$ cat src/rtl/mdu_iter.sv
// Iterative MULT/MULTU/DIV/DIVU unit owning the HI/LO registers.
// Define MDU_FAST_MULT_EN to compute multiplies in one cycle with a hardware multiplier.
module mdu_iter #(
  parameter int WIDTH = 32,
  parameter int CNT_W = 5
) (
  input  logic             clk,
  input  logic             rst,
  input  logic             start,
  input  logic             flush,
  input  logic [4:0]       aluctrl,
  input  logic [WIDTH-1:0] a,
  input  logic [WIDTH-1:0] b,
  input  logic [1:0]       hilo_we,
  input  logic [WIDTH-1:0] hilo_wdata,
  output logic [WIDTH-1:0] hi,
  output logic [WIDTH-1:0] lo,
  output logic             stall,
  output logic             done
);

  localparam logic [4:0] MULT_CONTROL  = 5'b11001;
  localparam logic [4:0] MULTU_CONTROL = 5'b11010;
  localparam logic [4:0] DIV_CONTROL   = 5'b11011;
  localparam logic [4:0] DIVU_CONTROL  = 5'b11100;
  localparam logic [CNT_W-1:0] LAST    = CNT_W'(WIDTH - 1);

  typedef enum logic [1:0] {IDLE, CALC, DONE} state_t;

  state_t               state, state_nxt;
  logic [CNT_W-1:0]     cnt;
  logic [2*WIDTH-1:0]   acc;
  logic [WIDTH-1:0]     opd;
  logic                 op_div, neg_q, neg_r;

  logic                 is_mdu, is_div, is_signed, accept, div0;
  logic [WIDTH-1:0]     ma, mb;
  logic [WIDTH:0]       msum, trial;
  logic [2*WIDTH-1:0]   step, mres;
  logic [WIDTH-1:0]     qres, rres;

  always_comb begin
    is_mdu    = (aluctrl == MULT_CONTROL) || (aluctrl == MULTU_CONTROL) ||
                (aluctrl == DIV_CONTROL)  || (aluctrl == DIVU_CONTROL);
    is_div    = (aluctrl == DIV_CONTROL)  || (aluctrl == DIVU_CONTROL);
    is_signed = (aluctrl == MULT_CONTROL) || (aluctrl == DIV_CONTROL);
    accept    = (state == IDLE) && start && !flush && is_mdu;
    div0      = is_div && (b == '0);
    ma        = (is_signed && a[WIDTH-1]) ? -a : a;
    mb        = (is_signed && b[WIDTH-1]) ? -b : b;
  end

`ifdef MDU_FAST_MULT_EN
  logic [2*WIDTH-1:0] fa, fb, fprod;
  // Sign-extending to 2*WIDTH lets one multiplier serve both MULT and MULTU.
  assign fa    = {{WIDTH{is_signed & a[WIDTH-1]}}, a};
  assign fb    = {{WIDTH{is_signed & b[WIDTH-1]}}, b};
  assign fprod = fa * fb;
`endif

  // acc holds {partial product} for multiply and {remainder, quotient} for divide.
  always_comb begin
    msum  = {1'b0, acc[2*WIDTH-1:WIDTH]} + {1'b0, opd & {WIDTH{acc[0]}}};
    trial = {acc[2*WIDTH-1:WIDTH], acc[WIDTH-1]} - {1'b0, opd};
    if (!op_div)
      step = {msum, acc[WIDTH-1:1]};
    else if (trial[WIDTH])
      step = {acc[2*WIDTH-2:0], 1'b0};
    else
      step = {trial[WIDTH-1:0], acc[WIDTH-2:0], 1'b1};
    mres = neg_q ? -step : step;
    qres = neg_q ? -step[WIDTH-1:0] : step[WIDTH-1:0];
    rres = neg_r ? -step[2*WIDTH-1:WIDTH] : step[2*WIDTH-1:WIDTH];
  end

  always_ff @(posedge clk or posedge rst) begin
    if (rst) state <= IDLE;
    else     state <= state_nxt;
  end

  always_comb begin
    state_nxt = state;
    if (flush) begin
      state_nxt = IDLE;
    end else begin
      case (state)
        IDLE: begin
          if (accept) begin
            if (div0)
              state_nxt = DONE;
`ifdef MDU_FAST_MULT_EN
            else if (!is_div)
              state_nxt = DONE;
`endif
            else
              state_nxt = CALC;
          end
        end
        CALC:    if (cnt == LAST) state_nxt = DONE;
        DONE:    state_nxt = IDLE;
        default: state_nxt = IDLE;
      endcase
    end
  end

  assign stall = !rst && (((state == IDLE) && accept) || (state == CALC));
  assign done  = (state == DONE);

  always_ff @(posedge clk or posedge rst) begin
    if (rst) begin
      hi     <= '0;
      lo     <= '0;
      cnt    <= '0;
      acc    <= '0;
      opd    <= '0;
      op_div <= 1'b0;
      neg_q  <= 1'b0;
      neg_r  <= 1'b0;
    end else if (!flush) begin
      case (state)
        IDLE: begin
          if (accept) begin
            cnt    <= '0;
            op_div <= is_div;
            neg_q  <= is_signed && (a[WIDTH-1] ^ b[WIDTH-1]);
            neg_r  <= is_signed && is_div && a[WIDTH-1];
            opd    <= is_div ? mb : ma;
            acc    <= {{WIDTH{1'b0}}, (is_div ? ma : mb)};
            if (div0) begin
              hi <= a;
              lo <= '1;
            end
`ifdef MDU_FAST_MULT_EN
            if (!is_div)
              {hi, lo} <= fprod;
`endif
          end else begin
            if (hilo_we[1]) hi <= hilo_wdata;
            if (hilo_we[0]) lo <= hilo_wdata;
          end
        end
        CALC: begin
          acc <= step;
          cnt <= cnt + CNT_W'(1);
          if (cnt == LAST) begin
            if (op_div) begin
              hi <= rres;
              lo <= qres;
            end else begin
              {hi, lo} <= mres;
            end
          end
        end
        default: ;
      endcase
    end
  end

endmodule

$ cat config.mk
export PLATFORM = sky130hd
export DESIGN_NAME = mdu_iter
export DESIGN_NICKNAME = d
export VERILOG_FILES = /design/src/rtl/mdu_iter.sv
export SDC_FILE = /design/constraint.sdc
export NUM_CORES = 1
export LEC_CHECK = 0
export CAP_MARGIN = 30
export CORE_ASPECT_RATIO = 1.4
export CORE_UTILIZATION = 30
export DETAILED_ROUTE_END_ITERATION = 16
export GPL_TIMING_DRIVEN = 1
export SLEW_MARGIN = 20
export SYNTH_ARGS = -nofsm -noshare
export SYNTH_HDL_FRONTEND = slang
export SYNTH_SLANG_ARGS = --single-unit
$ cat constraint.sdc
create_clock -name clk -period 8.8 [get_ports clk]
set_input_delay 0.88 -clock clk [delete_from_list [all_inputs] [get_ports clk]]
set_output_delay 0.88 -clock clk [all_outputs]
set_load 0.005 [all_outputs]
==> flow_results.xml, run 1 <==
<?xml version="1.0" encoding="UTF-8"?>
<metrics>
  <group name="outcome">
    <metric name="run_status" unit="">completed</metric>
  </group>
  <group name="synth">
    <metric name="synth_warnings" unit="">0</metric>
    <metric name="number_of_instances_in_the_synthesized_netlist" unit="">2227</metric>
    <metric name="ys_seq_area_frac" unit="">0.254</metric>
    <metric name="synth_enable_flop_cells" unit="">0</metric>
    <metric name="netlist_top_cells_area" unit="">sky130_fd_sc_hd__dfrtp_1 (25%), sky130_fd_sc_hd__o21ai_0 (7.2%), sky130_fd_sc_hd__nand2_1 (6.3%)</metric>
    <metric name="top_cell_type_s_share_of_synthesized_area" unit="">0.254</metric>
    <metric name="syn_avg_cell_area" unit="um2">7.52</metric>
    <metric name="synth_flop_cell" unit="">sky130_fd_sc_hd__dfrtp_1</metric>
    <metric name="post_synth_num_cell_types" unit="">94</metric>
    <metric name="synth-seq-cells" unit="">170</metric>
    <metric name="syn-cell-area" unit="um2">16700</metric>
    <metric name="synth-async-reset-ratio" unit="">1.00</metric>
    <metric name="syn-num-nets" unit="">2406</metric>
    <metric name="synth_largest_area_cell" unit="">sky130_fd_sc_hd__dfrtp_1</metric>
  </group>
  <group name="timing">
    <metric name="total_setup_violations_reported_at_the_end_of_the_flow" unit="">0</metric>
    <metric name="timing.slew.headroom" unit="">0.225</metric>
    <metric name="fin_crit" unit="ns">6.15</metric>
    <metric name="layout_worst_path_cycle_share" unit="">0.699</metric>
    <metric name="worst_clock_skew_on_the_final_layout" unit="ns">0.0137</metric>
    <metric name="timing.final.max_slew_violations" unit="">0</metric>
    <metric name="max_clock_freq" unit="MHz">163</metric>
    <metric name="rsz0062_at_grt" unit="">no</metric>
    <metric name="setup-tns-final" unit="ns">0</metric>
    <metric name="timing.final.hold_violations" unit="">0</metric>
    <metric name="timing_worst_slew_pin_value" unit="ns">1.16</metric>
  </group>
  <group name="hold_path">
    <metric name="timing.hold.worst.class" unit="">reg2reg</metric>
  </group>
  <group name="global_routing">
    <metric name="first_pass_grt_wire_length" unit="um">116000</metric>
    <metric name="antenna_found_initial" unit="">3</metric>
    <metric name="grt_overflow" unit="">0</metric>
    <metric name="maximum_number_of_pins_on_one_net_before_global_route_repair" unit="">114</metric>
    <metric name="globalRouteTotalUtil" unit="">0.272</metric>
    <metric name="number_of_global_route_vias_before_repair" unit="">18063</metric>
  </group>
  <group name="power">
    <metric name="ir_worst_vdd" unit="mV">0.148</metric>
    <metric name="switching_share" unit="">0.542</metric>
    <metric name="internal_power" unit="W">0.00294</metric>
    <metric name="share_seq_of_total_power" unit="">0.208</metric>
    <metric name="cellPowerDensity" unit="nW/um2">325</metric>
    <metric name="switchingPower" unit="W">0.00348</metric>
    <metric name="power.share.clock" unit="">0.128</metric>
    <metric name="p_leak" unit="nW">7.89</metric>
    <metric name="combinationalPowerShare" unit="">0.664</metric>
  </group>
  <group name="floorplan">
    <metric name="floorplan.initialDensity" unit="">0.303</metric>
    <metric name="design.core.area" unit="um2">55300</metric>
    <metric name="die-height" unit="um">281</metric>
    <metric name="floorplan.die.width" unit="um">202</metric>
    <metric name="dieArea" unit="um2">56800</metric>
    <metric name="placementRows" unit="">102</metric>
    <metric name="io-pin-count" unit="">173</metric>
  </group>
  <group name="clock_tree">
    <metric name="cts_tree" unit="">done</metric>
    <metric name="cts-htree-levels" unit="">4</metric>
    <metric name="tritoncts_buffer_count" unit="">17</metric>
    <metric name="cts_post_setup_buffers_inserted" unit="">0</metric>
    <metric name="clock_latency" unit="ns">0.48</metric>
    <metric name="cts-hold-fix-buffers" unit="">0</metric>
    <metric name="path_clk_slew" unit="ns">0.08</metric>
    <metric name="max-clock-path-buffers" unit="">2</metric>
    <metric name="total_number_of_clock_tree_sinks" unit="">170</metric>
    <metric name="cts.root.buffer_cell" unit="">sky130_fd_sc_hd__clkbuf_16</metric>
    <metric name="cts_repair_resize_count" unit="">0</metric>
  </group>
  <group name="detailed_routing">
    <metric name="drc_errors" unit="">0</metric>
    <metric name="route.final.wire_length" unit="um">78000</metric>
    <metric name="detail_route.wl_per_cell" unit="um">25.6</metric>
    <metric name="num_vias" unit="">18300</metric>
    <metric name="drt_iter0_drc" unit="">1659</metric>
    <metric name="routed_vias_inst" unit="">6.00</metric>
    <metric name="ant_nets" unit="">0</metric>
    <metric name="dr.pass1.iters" unit="">5</metric>
  </group>
  <group name="worst_setup_path">
    <metric name="worst_setup_path_start_kind" unit="">flop</metric>
    <metric name="criticalPathCategory" unit="">reg2reg</metric>
    <metric name="arrival" unit="ns">6.57</metric>
    <metric name="critPathMaxFanout" unit="">6</metric>
    <metric name="required" unit="ns">9.22</metric>
    <metric name="critical_path.endpoint_type" unit="">flop</metric>
  </group>
  <group name="layout">
    <metric name="finish.instance_area" unit="um2">19800</metric>
    <metric name="layout_commonest_cell" unit="">sky130_fd_sc_hd__nand2_1</metric>
    <metric name="post_route_cells_drive_above_1_share" unit="">0.0564</metric>
    <metric name="num-fill-cells" unit="">5805</metric>
    <metric name="flow.area_growth_from_synthesis" unit="%">18.1</metric>
    <metric name="layout.nets" unit="">2488</metric>
    <metric name="layout.cells.most_common_list" unit="">sky130_fd_sc_hd__nand2_1 (283), sky130_fd_sc_hd__o21ai_0 (242), sky130_fd_sc_hd__a21oi_1 (175)</metric>
    <metric name="insertedDiodeCount" unit="">0</metric>
  </group>
  <group name="placed_design">
    <metric name="place.port_buffers" unit="">172</metric>
    <metric name="placedInstanceArea" unit="um2">19100</metric>
    <metric name="globalplace.congestion" unit="">1.01</metric>
    <metric name="dpl.hpwl" unit="um">60700</metric>
  </group>
  <group name="job">
    <metric name="maxCapViolCount" unit="">0</metric>
  </group>
</metrics>
power groups by stage:
stage	combinational, W	clock, W	sequential, W
after floorplan	0.00276	0	0.00121
after CTS	0.00417	0.000820	0.00133
after global placement	0.00412	0	0.00134
final	0.00426	0.000819	0.00134
after detailed placement	0.00414	0	0.00134
after global routing	0.00457	0.000848	0.00136
cell type report:
type | instances | area [um2] | share of cell area
multi-input cells | 1849 | 11700 | 0.592
flip-flops and latches | 170 | 4260 | 0.215
repair buffers | 209 | 2050 | 0.104
well taps | 728 | 911 | 0.0461
clock buffers | 18 | 429 | 0.0217
inverters | 62 | 238 | 0.0120
clock inverters | 14 | 170 | 0.00861
metrics by stage:
step	hold slack, ns	worst slack, ns	util	std cells	power, W
after CTS	0.499	2.72	0.357	3048	0.00632
after floorplan	0.463	3.32	-	2227	0.00397
final	0.493	2.65	0.358	3050	0.00641
after detailed placement	0.476	2.76	0.346	3016	0.00549
after global routing	0.528	2.15	0.358	3050	0.00678
after global placement	0.473	2.90	0.345	3015	0.00546
synth_stat cells, types with 18 or more instances:
cell type                  number
sky130_fd_sc_hd__a21o_1        34
sky130_fd_sc_hd__nand3_1       54
sky130_fd_sc_hd__nor3_1        77
sky130_fd_sc_hd__o221ai_1      28
sky130_fd_sc_hd__clkbuf_1     102
sky130_fd_sc_hd__and2_1        46
sky130_fd_sc_hd__nand2_1      283
sky130_fd_sc_hd__buf_2         18
sky130_fd_sc_hd__and3_1        19
sky130_fd_sc_hd__o21ai_0      242
sky130_fd_sc_hd__a21oi_1      176
sky130_fd_sc_hd__nor2_1       150
sky130_fd_sc_hd__nand2b_1      18
sky130_fd_sc_hd__buf_1         18
sky130_fd_sc_hd__nor2b_1       18
sky130_fd_sc_hd__o22ai_1       28
sky130_fd_sc_hd__inv_1         62
sky130_fd_sc_hd__xnor2_1       61
sky130_fd_sc_hd__xor2_1        86
sky130_fd_sc_hd__dfrtp_1      170
sky130_fd_sc_hd__ha_1          70
sky130_fd_sc_hd__nand4_1       19
sky130_fd_sc_hd__a31oi_1       39
sky130_fd_sc_hd__or3_1         33
sky130_fd_sc_hd__nor4_1        23
sky130_fd_sc_hd__mux2i_1       59
sky130_fd_sc_hd__o211ai_1      41
cells by family (layout without fill, tap and decap cells):
family / Yosys count / in the layout / share of synthesized area
compound gates: 745 / 745 / 0.283
xor+xnor: 147 / 147 / 0.0769
fa+ha+maj: 72 / 72 / 0.0547
buf+inv: 208 / 303 / 0.0498
flops: 170 / 170 / 0.254
mux: 66 / 66 / 0.0400
simple gates: 819 / 819 / 0.242
critical path, stage by stage (launching register included):
cell and delay [ns]:
sky130_fd_sc_hd__dfrtp_1 0.41, sky130_fd_sc_hd__inv_1 0.12, sky130_fd_sc_hd__ha_1 0.18, sky130_fd_sc_hd__inv_1 0.07
sky130_fd_sc_hd__fa_1 0.43, sky130_fd_sc_hd__a211oi_2 0.32, sky130_fd_sc_hd__o21a_1 0.26, sky130_fd_sc_hd__o2111ai_2 0.22
sky130_fd_sc_hd__nand3_2 0.18, sky130_fd_sc_hd__a31oi_1 0.15, sky130_fd_sc_hd__a211oi_1 0.60, sky130_fd_sc_hd__ha_1 0.30
sky130_fd_sc_hd__o211ai_1 0.12, sky130_fd_sc_hd__or4_1 0.57, sky130_fd_sc_hd__nand4b_1 0.38, sky130_fd_sc_hd__or2_2 0.41
sky130_fd_sc_hd__nand2b_1 0.27, sky130_fd_sc_hd__and2_1 0.25, sky130_fd_sc_hd__or4_1 0.42, sky130_fd_sc_hd__o21ai_1 0.13
sky130_fd_sc_hd__a211o_1 0.13, sky130_fd_sc_hd__o221a_1 0.16
sequential cells by signal, summed over array words and instances (netlist names):
name / count
opd: 32
lo: 32
cnt: 5
neg_q: 1
hi: 32
acc: 64
op_div: 1
neg_r: 1
state: 2
path summary, 6_finish.rpt:
| kind | cells after the start | end | start | slack, ns |
|---|---|---|---|---|
| max | 21 | hi[30] | acc[31] | 2.65 |
| min | 2 | lo[6] | lo[6] | 0.49 |
| max reg2reg | 21 | hi[30] | acc[31] | 2.65 |
| min reg2reg | 2 | lo[6] | lo[6] | 0.49 |
| max in group asynchronous | 5 | opd[12] | rst | 6.57 |
| min in group asynchronous | 2 | lo[9] | rst | 0.83 |
routing by layer:
layer	part of all wire	track usage	wire [um]
met4	0.077	0.194	6030
met1	0.37	0.300	28700
met5	0.00024	0	19
met3	0.060	0.0356	4670
met2	0.50	0.481	38600
Power figures use the tool's default switching activity.
==> run 2: changes to the inputs <==
clock period = 5.6 ns   (was 8.8 ns; I/O delays follow)
==> flow_results.xml, run 2 (synthesis results as in run 1) <==
<?xml version="1.0" encoding="UTF-8"?>
<metrics>
  <group name="floorplan">
    <metric name="floorplan.die.width" unit="um">202</metric>
    <metric name="dieArea" unit="um2">56800</metric>
    <metric name="floorplan.initialDensity" unit="">0.303</metric>
    <metric name="design.core.area" unit="um2">55300</metric>
    <metric name="die-height" unit="um">281</metric>
    <metric name="placementRows" unit="">102</metric>
    <metric name="io-pin-count" unit="">173</metric>
  </group>
  <group name="clock_tree">
    <metric name="cts.root.buffer_cell" unit="">sky130_fd_sc_hd__clkbuf_16</metric>
    <metric name="path_clk_slew" unit="ns">0.08</metric>
    <metric name="max-clock-path-buffers" unit="">2</metric>
    <metric name="cts_tree" unit="">done</metric>
    <metric name="total_number_of_clock_tree_sinks" unit="">170</metric>
    <metric name="tritoncts_buffer_count" unit="">17</metric>
    <metric name="cts-htree-levels" unit="">4</metric>
    <metric name="clock_latency" unit="ns">0.47</metric>
  </group>
  <group name="layout">
    <metric name="layout_commonest_cell" unit="">sky130_fd_sc_hd__nand2_1</metric>
    <metric name="seqCellArea" unit="um2">4260</metric>
    <metric name="finish.instance_area" unit="um2">20400</metric>
    <metric name="post_route_cells_drive_above_1_share" unit="">0.0894</metric>
    <metric name="insertedDiodeCount" unit="">0</metric>
    <metric name="largest_reg_flops" unit="">64</metric>
    <metric name="layout.cells.most_common_list" unit="">sky130_fd_sc_hd__nand2_1 (283), sky130_fd_sc_hd__o21ai_0 (242), sky130_fd_sc_hd__a21oi_1 (176)</metric>
    <metric name="flow.area_growth_from_synthesis" unit="%">21.8</metric>
    <metric name="num-fill-cells" unit="">5782</metric>
    <metric name="multi_input_area" unit="um2">11700</metric>
    <metric name="top_register" unit="">acc</metric>
    <metric name="layout.nets" unit="">2571</metric>
    <metric name="layout.cells.non_filler" unit="">3133</metric>
  </group>
  <group name="detailed_routing">
    <metric name="drt_iter0_drc" unit="">1929</metric>
    <metric name="drc_errors" unit="">0</metric>
    <metric name="num_vias" unit="">18596</metric>
    <metric name="detail_route.wl_per_cell" unit="um">25.4</metric>
    <metric name="routed_vias_inst" unit="">5.94</metric>
    <metric name="route.final.wire_length" unit="um">79700</metric>
    <metric name="dr.pass1.iters" unit="">6</metric>
    <metric name="ant_nets" unit="">0</metric>
  </group>
  <group name="placed_design">
    <metric name="globalplace.congestion" unit="">1.00</metric>
    <metric name="dpl.cell_count" unit="">3100</metric>
    <metric name="dpl_worst_slack" unit="ns">0.217</metric>
    <metric name="place.port_buffers" unit="">172</metric>
    <metric name="placedInstanceArea" unit="um2">19800</metric>
    <metric name="dpl.hpwl" unit="um">62900</metric>
  </group>
  <group name="hold_path">
    <metric name="timing.hold.worst.start" unit="">hi[5]</metric>
    <metric name="timing.hold.worst.class" unit="">reg2reg</metric>
  </group>
  <group name="timing">
    <metric name="max_clock_freq" unit="MHz">186</metric>
    <metric name="total_setup_violations_reported_at_the_end_of_the_flow" unit="">0</metric>
    <metric name="timing.slew.headroom" unit="">0.324</metric>
    <metric name="fin_crit" unit="ns">5.38</metric>
    <metric name="final.setup.worst_slack" unit="ns">0.218</metric>
    <metric name="worst_clock_skew_on_the_final_layout" unit="ns">0.0177</metric>
    <metric name="timing.final.hold_violations" unit="">0</metric>
    <metric name="timing_worst_slew_pin_value" unit="ns">1.01</metric>
    <metric name="timing.final.max_slew_violations" unit="">0</metric>
    <metric name="setup-tns-final" unit="ns">0</metric>
    <metric name="rsz0062_at_grt" unit="">no</metric>
    <metric name="layout_worst_path_cycle_share" unit="">0.961</metric>
  </group>
  <group name="global_routing">
    <metric name="first_pass_grt_wire_length" unit="um">117000</metric>
    <metric name="globalRouteTotalUtil" unit="">0.276</metric>
    <metric name="number_of_global_route_vias_before_repair" unit="">18335</metric>
    <metric name="maximum_number_of_pins_on_one_net_before_global_route_repair" unit="">106</metric>
    <metric name="antenna_found_initial" unit="">0</metric>
    <metric name="grt_overflow" unit="">0</metric>
  </group>
  <group name="job">
    <metric name="maxCapViolCount" unit="">0</metric>
  </group>
  <group name="outcome">
    <metric name="run_status" unit="">completed</metric>
  </group>
  <group name="power">
    <metric name="p_leak" unit="nW">8.28</metric>
    <metric name="power.total" unit="W">0.0106</metric>
    <metric name="ir_worst_vdd" unit="mV">0.184</metric>
    <metric name="cellPowerDensity" unit="nW/um2">519</metric>
  </group>
  <group name="worst_setup_path">
    <metric name="slowest_library_cell_on_the_worst_path" unit="">sky130_fd_sc_hd__or4_1</metric>
    <metric name="critPathMaxFanout" unit="">6</metric>
    <metric name="r2r_start" unit="">acc[31]</metric>
    <metric name="criticalPathCategory" unit="">reg2reg</metric>
    <metric name="crit_path_max_incr_delay" unit="ns">0.53</metric>
    <metric name="crit_path_cells" unit="">inv_1 -&gt; ha_1 -&gt; inv_1 -&gt; fa_1 -&gt; a211oi_2 -&gt; o21a_1 -&gt; o2111ai_2 -&gt; nand3_2 -&gt; a31oi_1 -&gt; a211oi_1 -&gt; buf_4 -&gt; ha_1 -&gt; o211ai_1 -&gt; or4_1 -&gt; nand4b_1 -&gt; or2_4 -&gt; nand2b_2 -&gt; and2_1 -&gt; or4_1 -&gt; o21ai_1 -&gt; a211o_1 -&gt; o221a_1</metric>
    <metric name="required" unit="ns">6.01</metric>
    <metric name="arrival" unit="ns">5.79</metric>
    <metric name="worst_setup_path_start_kind" unit="">flop</metric>
    <metric name="worst_setup_path_startpoint" unit="">acc[31]</metric>
    <metric name="r2r_setup_slack" unit="ns">0.22</metric>
    <metric name="critical_path.endpoint_type" unit="">flop</metric>
  </group>
</metrics>
-- run 2: changes by cell type in the layout (fill, tap and decap cells not counted), moves of 2 or more --
cell	previous run	this run
sky130_fd_sc_hd__buf_12	1	5
sky130_fd_sc_hd__buf_16	2	0
sky130_fd_sc_hd__buf_4	34	114
sky130_fd_sc_hd__inv_6	4	2
-- run 2: critical path: cells and delay by family (launching register included) --
| family | cells | cell delay [ns] |
|---|---|---|
| adder cells (fa/ha/maj) | 3 | 0.78 |
| buffers and inverters | 3 | 0.38 |
| AND/OR/NAND/NOR | 7 | 2.18 |
| flip-flops | 1 | 0.42 |
| AO/OA/AOI/OAI | 9 | 1.55 |
-- run 2: through the flow --
stage,hold slack [ns],util
CTS,0.501,0.369
finish,0.494,0.369
detailed placement,0.477,0.358
global route,0.520,0.369
floorplan,0.463,-
global placement,0.475,0.358
-- run 2: final cells by class --
type                       count  area share
inverter                      62      0.0117
multi-input combinational   1849       0.574
clock buffer                  18      0.0210
tap                          728      0.0447
clock inverter                14     0.00761
timing repair buffer         292       0.132
sequential                   170       0.209
-- run 2: where the power goes --
group          internal (W)  switching, W  total [W]
Sequential          0.00160      0.000493    0.00209
Combinational       0.00276       0.00448    0.00725
Clock              0.000598      0.000646    0.00124
-- run 2: repair_timing --
action                                  in CTS  in global routing
endpoints found under the setup margin       0                  2
hold buffers                                 0                  0
resized for setup                            0                  3
buffers inserted                             0                  1
-- run 2: final timing paths --
| kind | cells past startpoint | endpoint |
|---|---|---|
| setup / recovery | 22 | hi[30] |
| hold / removal | 2 | hi[5] |
| setup reg to reg | 22 | hi[30] |
| hold reg to reg | 2 | hi[5] |
| max in group asynchronous | 3 | acc[50] |
| min in group asynchronous | 2 | lo[6] |
-- run 2: routing by layer --
metal,share of wire,GRT usage
met5,0,0
met4,0.085,0.214
met3,0.053,0.0405
met2,0.49,0.482
met1,0.37,0.302
==> run 3: changes to the inputs <==
CORE_ASPECT_RATIO = 1.25   (was 1.4)
CORE_MARGIN = 3   (was unset)
==> flow_results.xml, run 3 (synthesis results as in run 1) <==
<?xml version="1.0" encoding="UTF-8"?>
<metrics>
  <group name="floorplan">
    <metric name="floorplan.initialDensity" unit="">0.304</metric>
    <metric name="floorplan.die.width" unit="um">217</metric>
    <metric name="io-pin-count" unit="">173</metric>
    <metric name="design.core.area" unit="um2">55000</metric>
    <metric name="die-height" unit="um">270</metric>
    <metric name="dieArea" unit="um2">58700</metric>
    <metric name="placementRows" unit="">96</metric>
  </group>
  <group name="detailed_routing">
    <metric name="detail_route.wl_per_cell" unit="um">25.5</metric>
    <metric name="maxUsedRoutingLayer" unit="">met4</metric>
    <metric name="route.final.wire_length" unit="um">80300</metric>
    <metric name="routed_vias_inst" unit="">5.89</metric>
    <metric name="detailroute.wirelength.met2" unit="um">39300</metric>
    <metric name="met3_length" unit="um">4920</metric>
    <metric name="drc_errors" unit="">0</metric>
    <metric name="ant_nets" unit="">0</metric>
    <metric name="num_vias" unit="">18585</metric>
    <metric name="dr.pass1.iters" unit="">5</metric>
    <metric name="route.layer.met1.wl" unit="um">31400</metric>
    <metric name="drt_iter0_drc" unit="">2077</metric>
  </group>
  <group name="worst_setup_path">
    <metric name="critPathMaxFanout" unit="">5</metric>
    <metric name="criticalPathCategory" unit="">reg2reg</metric>
    <metric name="reg2regPathDepth" unit="">19</metric>
    <metric name="r2r_setup_slack" unit="ns">0.24</metric>
    <metric name="crit_path_max_incr_delay" unit="ns">0.56</metric>
    <metric name="critical_path.endpoint_type" unit="">flop</metric>
    <metric name="crit_path_cells" unit="">ha_1 -&gt; and4_1 -&gt; nand3_1 -&gt; a211oi_1 -&gt; o31a_4 -&gt; nor4_2 -&gt; a211oi_2 -&gt; buf_4 -&gt; ha_1 -&gt; o211ai_1 -&gt; or4_1 -&gt; nand4b_1 -&gt; or2_4 -&gt; nand2b_2 -&gt; and2_1 -&gt; or4_1 -&gt; o21ai_1 -&gt; a211o_1 -&gt; o221a_1</metric>
    <metric name="r2r_start" unit="">acc[58]</metric>
    <metric name="cp_num_buf_inv" unit="">1</metric>
    <metric name="critical_path.reg2reg.endpoint" unit="">hi[30]</metric>
    <metric name="critical-path-top-delay-family" unit="">simple AND/OR/NAND/NOR gates</metric>
    <metric name="slowest_library_cell_on_the_worst_path" unit="">sky130_fd_sc_hd__a211oi_1</metric>
    <metric name="arrival" unit="ns">5.78</metric>
    <metric name="required" unit="ns">6.02</metric>
    <metric name="worst_setup_path_start_kind" unit="">flop</metric>
  </group>
  <group name="hold_path">
    <metric name="min_path_cells" unit="">2</metric>
    <metric name="timing.hold.worst.start" unit="">lo[15]</metric>
    <metric name="hold-path-endpoint" unit="">lo[15]</metric>
    <metric name="timing.hold.worst.class" unit="">reg2reg</metric>
  </group>
  <group name="clock_tree">
    <metric name="tritoncts_buffer_count" unit="">17</metric>
    <metric name="path_clk_slew" unit="ns">0.08</metric>
    <metric name="cts.root.buffer_cell" unit="">sky130_fd_sc_hd__clkbuf_16</metric>
    <metric name="cts-htree-levels" unit="">4</metric>
    <metric name="total_number_of_clock_tree_sinks" unit="">170</metric>
    <metric name="clock_latency" unit="ns">0.48</metric>
    <metric name="cts_tree" unit="">done</metric>
    <metric name="max-clock-path-buffers" unit="">2</metric>
    <metric name="cts-hold-fix-buffers" unit="">0</metric>
  </group>
  <group name="power">
    <metric name="ir_worst_vdd" unit="mV">0.295</metric>
    <metric name="p_leak" unit="nW">8.35</metric>
    <metric name="cellPowerDensity" unit="nW/um2">521</metric>
    <metric name="power.total" unit="W">0.0107</metric>
  </group>
  <group name="timing">
    <metric name="timing.final.max_slew_violations" unit="">0</metric>
    <metric name="layout_worst_path_cycle_share" unit="">0.957</metric>
    <metric name="timing.final.hold_violations" unit="">0</metric>
    <metric name="fin_crit" unit="ns">5.36</metric>
    <metric name="timing.slew.headroom" unit="">0.388</metric>
    <metric name="worst_clock_skew_on_the_final_layout" unit="ns">0.0150</metric>
    <metric name="setup-tns-final" unit="ns">0</metric>
    <metric name="timing_worst_slew_pin_value" unit="ns">0.918</metric>
    <metric name="rsz0062_at_grt" unit="">no</metric>
    <metric name="total_setup_violations_reported_at_the_end_of_the_flow" unit="">0</metric>
    <metric name="max_clock_freq" unit="MHz">187</metric>
  </group>
  <group name="layout">
    <metric name="layout_commonest_cell" unit="">sky130_fd_sc_hd__nand2_1</metric>
    <metric name="largest_reg_flops" unit="">64</metric>
    <metric name="flow.area_growth_from_synthesis" unit="%">22.3</metric>
    <metric name="num-fill-cells" unit="">5883</metric>
    <metric name="layout.nets" unit="">2583</metric>
    <metric name="top_register" unit="">acc</metric>
    <metric name="finalCoreUtilization" unit="">0.372</metric>
    <metric name="post_route_cells_drive_above_1_share" unit="">0.0947</metric>
    <metric name="layout.cells.non_filler" unit="">3153</metric>
    <metric name="layout.cells.most_common_list" unit="">sky130_fd_sc_hd__nand2_1 (283), sky130_fd_sc_hd__o21ai_0 (242), sky130_fd_sc_hd__a21oi_1 (176)</metric>
  </group>
  <group name="placed_design">
    <metric name="dpl.cell_count" unit="">3117</metric>
    <metric name="globalplace.congestion" unit="">0.984</metric>
    <metric name="dpl.hpwl" unit="um">63300</metric>
    <metric name="place.port_buffers" unit="">172</metric>
  </group>
  <group name="global_routing">
    <metric name="number_of_global_route_vias_before_repair" unit="">18123</metric>
    <metric name="first_pass_grt_wire_length" unit="um">119000</metric>
    <metric name="grt_overflow" unit="">0</metric>
    <metric name="antenna_found_initial" unit="">2</metric>
    <metric name="globalRouteTotalUtil" unit="">0.268</metric>
    <metric name="maximum_number_of_pins_on_one_net_before_global_route_repair" unit="">98</metric>
  </group>
  <group name="job">
    <metric name="maxCapViolCount" unit="">0</metric>
  </group>
  <group name="outcome">
    <metric name="run_status" unit="">completed</metric>
  </group>
</metrics>
[run 3: cell types whose count changed in the layout (fill, tap and decap cells not counted), moves of 2 or more]
cell and change:
sky130_fd_sc_hd__clkinv_2 +5, sky130_fd_sc_hd__clkinv_8 -3, sky130_fd_sc_hd__inv_6 +5, sky130_fd_sc_hd__inv_8 -3
sky130_fd_sc_hd__bufinv_16 +2, sky130_fd_sc_hd__clkinv_4 -3, sky130_fd_sc_hd__buf_4 +15, sky130_fd_sc_hd__buf_12 -2
sky130_fd_sc_hd__clkinvlp_4 -2
[run 3: what timing repair did]
action                     in CTS  in global routing
setup endpoints to repair       0                 12
buffers inserted                0                  2
gates resized for setup         0                  4
[run 3: routing by layer]
layer,track usage,vias up
met1,0.323,9064
li1,-,8512
met4,0.137,0
met2,0.462,826
met5,0,-
met3,0.0389,183
[run 3: cell type report]
class / count / area, um2 / area share
Antenna cell: 1 / 2.50 / 0.000122
Timing Repair Buffer: 304 / 2750 / 0.134
Clock buffer: 17 / 425 / 0.0208
Sequential cell: 170 / 4260 / 0.208
Clock inverter: 15 / 160 / 0.00783
Multi-Input combinational cell: 1849 / 11700 / 0.572
Tap cell: 735 / 920 / 0.0449
Inverter: 62 / 238 / 0.0116
[run 3: worst register-to-register path, stage by stage, from the launching register on]
cell                       delay, ns
sky130_fd_sc_hd__dfrtp_1        0.43
sky130_fd_sc_hd__ha_1           0.42
sky130_fd_sc_hd__and4_1         0.30
sky130_fd_sc_hd__nand3_1        0.09
sky130_fd_sc_hd__a211oi_1       0.56
sky130_fd_sc_hd__o31a_4         0.30
sky130_fd_sc_hd__nor4_2         0.08
sky130_fd_sc_hd__a211oi_2       0.17
sky130_fd_sc_hd__buf_4          0.17
sky130_fd_sc_hd__ha_1           0.19
sky130_fd_sc_hd__o211ai_1       0.12
sky130_fd_sc_hd__or4_1          0.51
sky130_fd_sc_hd__nand4b_1       0.36
sky130_fd_sc_hd__or2_4          0.34
sky130_fd_sc_hd__nand2b_2       0.25
sky130_fd_sc_hd__and2_1         0.20
sky130_fd_sc_hd__or4_1          0.41
sky130_fd_sc_hd__o21ai_1        0.13
sky130_fd_sc_hd__a211o_1        0.13
sky130_fd_sc_hd__o221a_1        0.15
[run 3: stage by stage]
step	hold WS, ns	cell area [um2]	setup WS (ns)
2_1_floorplan	0.463	16700	0.437
3_3_place_gp	0.471	19800	0.301
3_5_place_dp	0.475	19800	0.212
4_1_cts	0.491	20400	0.144
5_1_grt	0.532	20500	0.0271
6_report	0.488	20500	0.239
[run 3: power breakdown]
group,leakage (nW),internal [W],switching (W),total [W]
Combinational,5.92,0.00282,0.00449,0.00731
Sequential,2.13,0.00160,0.000456,0.00205
Clock,0.297,0.000668,0.000622,0.00129
Total,8.35,0.00509,0.00557,0.0107
[run 3: worst max path at each step]
| stage | to | slack [ns] | cells after the start | from |
|---|---|---|---|---|
| 5_1_grt | hi[30] | 0.03 | 19 | acc[58] |
| 2_1_floorplan | acc[0] | 0.44 | 1 | rst |
| 3_5_place_dp | hi[30] | 0.21 | 22 | acc[31] |
| 4_1_cts | hi[30] | 0.14 | 22 | acc[31] |
| 6_report | hi[30] | 0.24 | 19 | acc[58] |
| 3_3_place_gp | hi[30] | 0.30 | 22 | acc[31] |
==> edit, RTL diff (flow settings as in run 1) <==
Set the parameter `WIDTH` to 16 (it was 32).
--- a/src/rtl/mdu_iter.sv
+++ b/src/rtl/mdu_iter.sv
@@ -2,5 +2,5 @@
 // Define MDU_FAST_MULT_EN to compute multiplies in one cycle with a hardware multiplier.
 module mdu_iter #(
-  parameter int WIDTH = 32,
+  parameter int WIDTH = 16,
   parameter int CNT_W = 5
 ) (
Interface: changed (5 resized); port bits go from 173 to 93. No check against the original RTL was run, so the function may have changed too.
==> edit against run 1 <==
Critical path depth shrank 1; final area shrank 52%; routed wire length shrank 65%; core utilization grew 0.61 points; fmax grew 33%; count of clock-buffer cells in the layout shrank 8; sequential cell count shrank 80; worst hold slack lost 0.0011 ns; setup slack gained 1.5 ns; power shrank 56%; area after synthesis shrank 52%; critical endpoint is now hi[2].
==> edit: results (changes against run 1) <==
metric,value,unit,change
status,finished clean,,unchanged
TritonCTS buffer count,9,,was 17
Final HPWL DP,21300,microns,was 60700 microns
Area contributors post-synth,"dfrtp_1 28%, o21ai_0 8.6%, nand2_1 6.0%",,"was dfrtp_1 25%, o21ai_0 7.2%, nand2_1 6.3%"
Vias/cell,5.58,,was 6.00
register area share after synthesis,0.281,,was 0.254
mux cell area share after synthesis,0.0650,,was 0.0400
CP max FO,12,,was 6
Post-Place Cell Area,0.00923,sq mm,was 0.0191 sq mm
CP Launch Point,acc[15],,was acc[31]
synth unique cells,73,,was 94
DRT iter0 DRCs,415,,was 1659
actual slew at the worst max-slew pin,0.940,ns,was 1.16 ns
syn nets,1115,,was 2406
"Largest delay share family, worst path",compound AO/OA/AOI/OAI gates,,was simple AND/OR/NAND/NOR gates
antenna violations before repair,0,,was 3
R2R cell count,20,,was 21
Worst Slack Setup Final,4.18,ns,was 2.65 ns
worst skew pair latency,0.35,ns,was 0.48 ns
area share of fa/ha/maj cells after synthesis,0.0644,,was 0.0547
Static Leakage,3.83,nW,was 7.89 nW
Synth Area per Inst,7.88,sq um,was 7.52 sq um
Filler Cell Count,2673,,was 5805
worst setup path end,hi[2],,was hi[30]
vias in the first global route,7846,,was 18.1k
first-pass GRT wire length,43200,microns,was 116000 microns
GRT Total Usage,0.206,,was 0.272
crit-path max cell delay,0.43,ns,was 0.60 ns
max reg flops,32,,was 64
VDD IR max,0.000127,V,was 0.000148 V
xor/xnor share of the synthesized area,0.0810,,was 0.0769
layout cells sized above 1,0.0703,,was 0.0564
Clock H-tree levels,3,,was 4
Nets,1175,,was 2488
Post-synth top cells,"137 x o21ai_0, 127 x nand2_1, 90 x dfrtp_1",,"was 283 x nand2_1, 242 x o21ai_0, 176 x a21oi_1"
slowest CP cell,fa_1,,was a211oi_1
largest net degree at the start of global routing,68,,was 114
Routed WL,27500,microns,was 78000 microns
## edit: changes by cell type after synthesis, moves of 32 or more
cell | before | now
clkbuf_1 | 102 | 43
nand2_1 | 283 | 127
nor3_1 | 77 | 31
a21oi_1 | 176 | 74
o21ai_0 | 242 | 137
and2_1 | 46 | 5
ha_1 | 70 | 38
dfrtp_1 | 170 | 90
xor2_1 | 86 | 31
nor2_1 | 150 | 76
nand3_1 | 54 | 16
## edit: power breakdown
part	total (mW)	switching, mW	internal, mW
registers	0.659	0.126	0.533
logic	1.76	1.08	0.686
clock network	0.405	0.183	0.222
## edit: logic make-up (layout without fill, tap and decap cells)
| logic type | Yosys count | after routing |
|---|---|---|
| AND/OR/NAND/NOR | 329 | 329 |
| multiplexers | 48 | 48 |
| XOR/XNOR | 74 | 74 |
| flip-flops | 90 | 90 |
| adder cells (fa/ha/maj) | 40 | 40 |
| buffers and inverters | 90 | 155 |
| AO/OA/AOI/OAI | 345 | 345 |
## edit: layer usage
metal,track usage,share of wire,vias up
met4,0.138,0.069,0
met2,0.363,0.51,193
met5,0,0,-
met1,0.234,0.40,3744
li1,-,-,3819
met3,0.0218,0.027,85
## edit: worst min path at each step
stage | end | from | slack (ns)
after floorplan | cnt[4] | cnt[4] | 0.45
after global placement | opd[15] | opd[15] | 0.46
after detailed placement | cnt[4] | cnt[4] | 0.48
after CTS | opd[13] | opd[13] | 0.49
after global routing | lo[15] | lo[15] | 0.52
final | cnt[4] | cnt[4] | 0.49
## edit: area by class of cell
cell class | instances | area [sq um] | share of cell area
timing repair buffer | 104 | 1020 | 0.107
clock buffer | 10 | 229 | 0.0240
sequential | 90 | 2250 | 0.237
multi-input combinational | 836 | 5420 | 0.569
inverter | 35 | 133 | 0.0139
tap | 324 | 405 | 0.0426
clock inverter | 6 | 65.1 | 0.00683
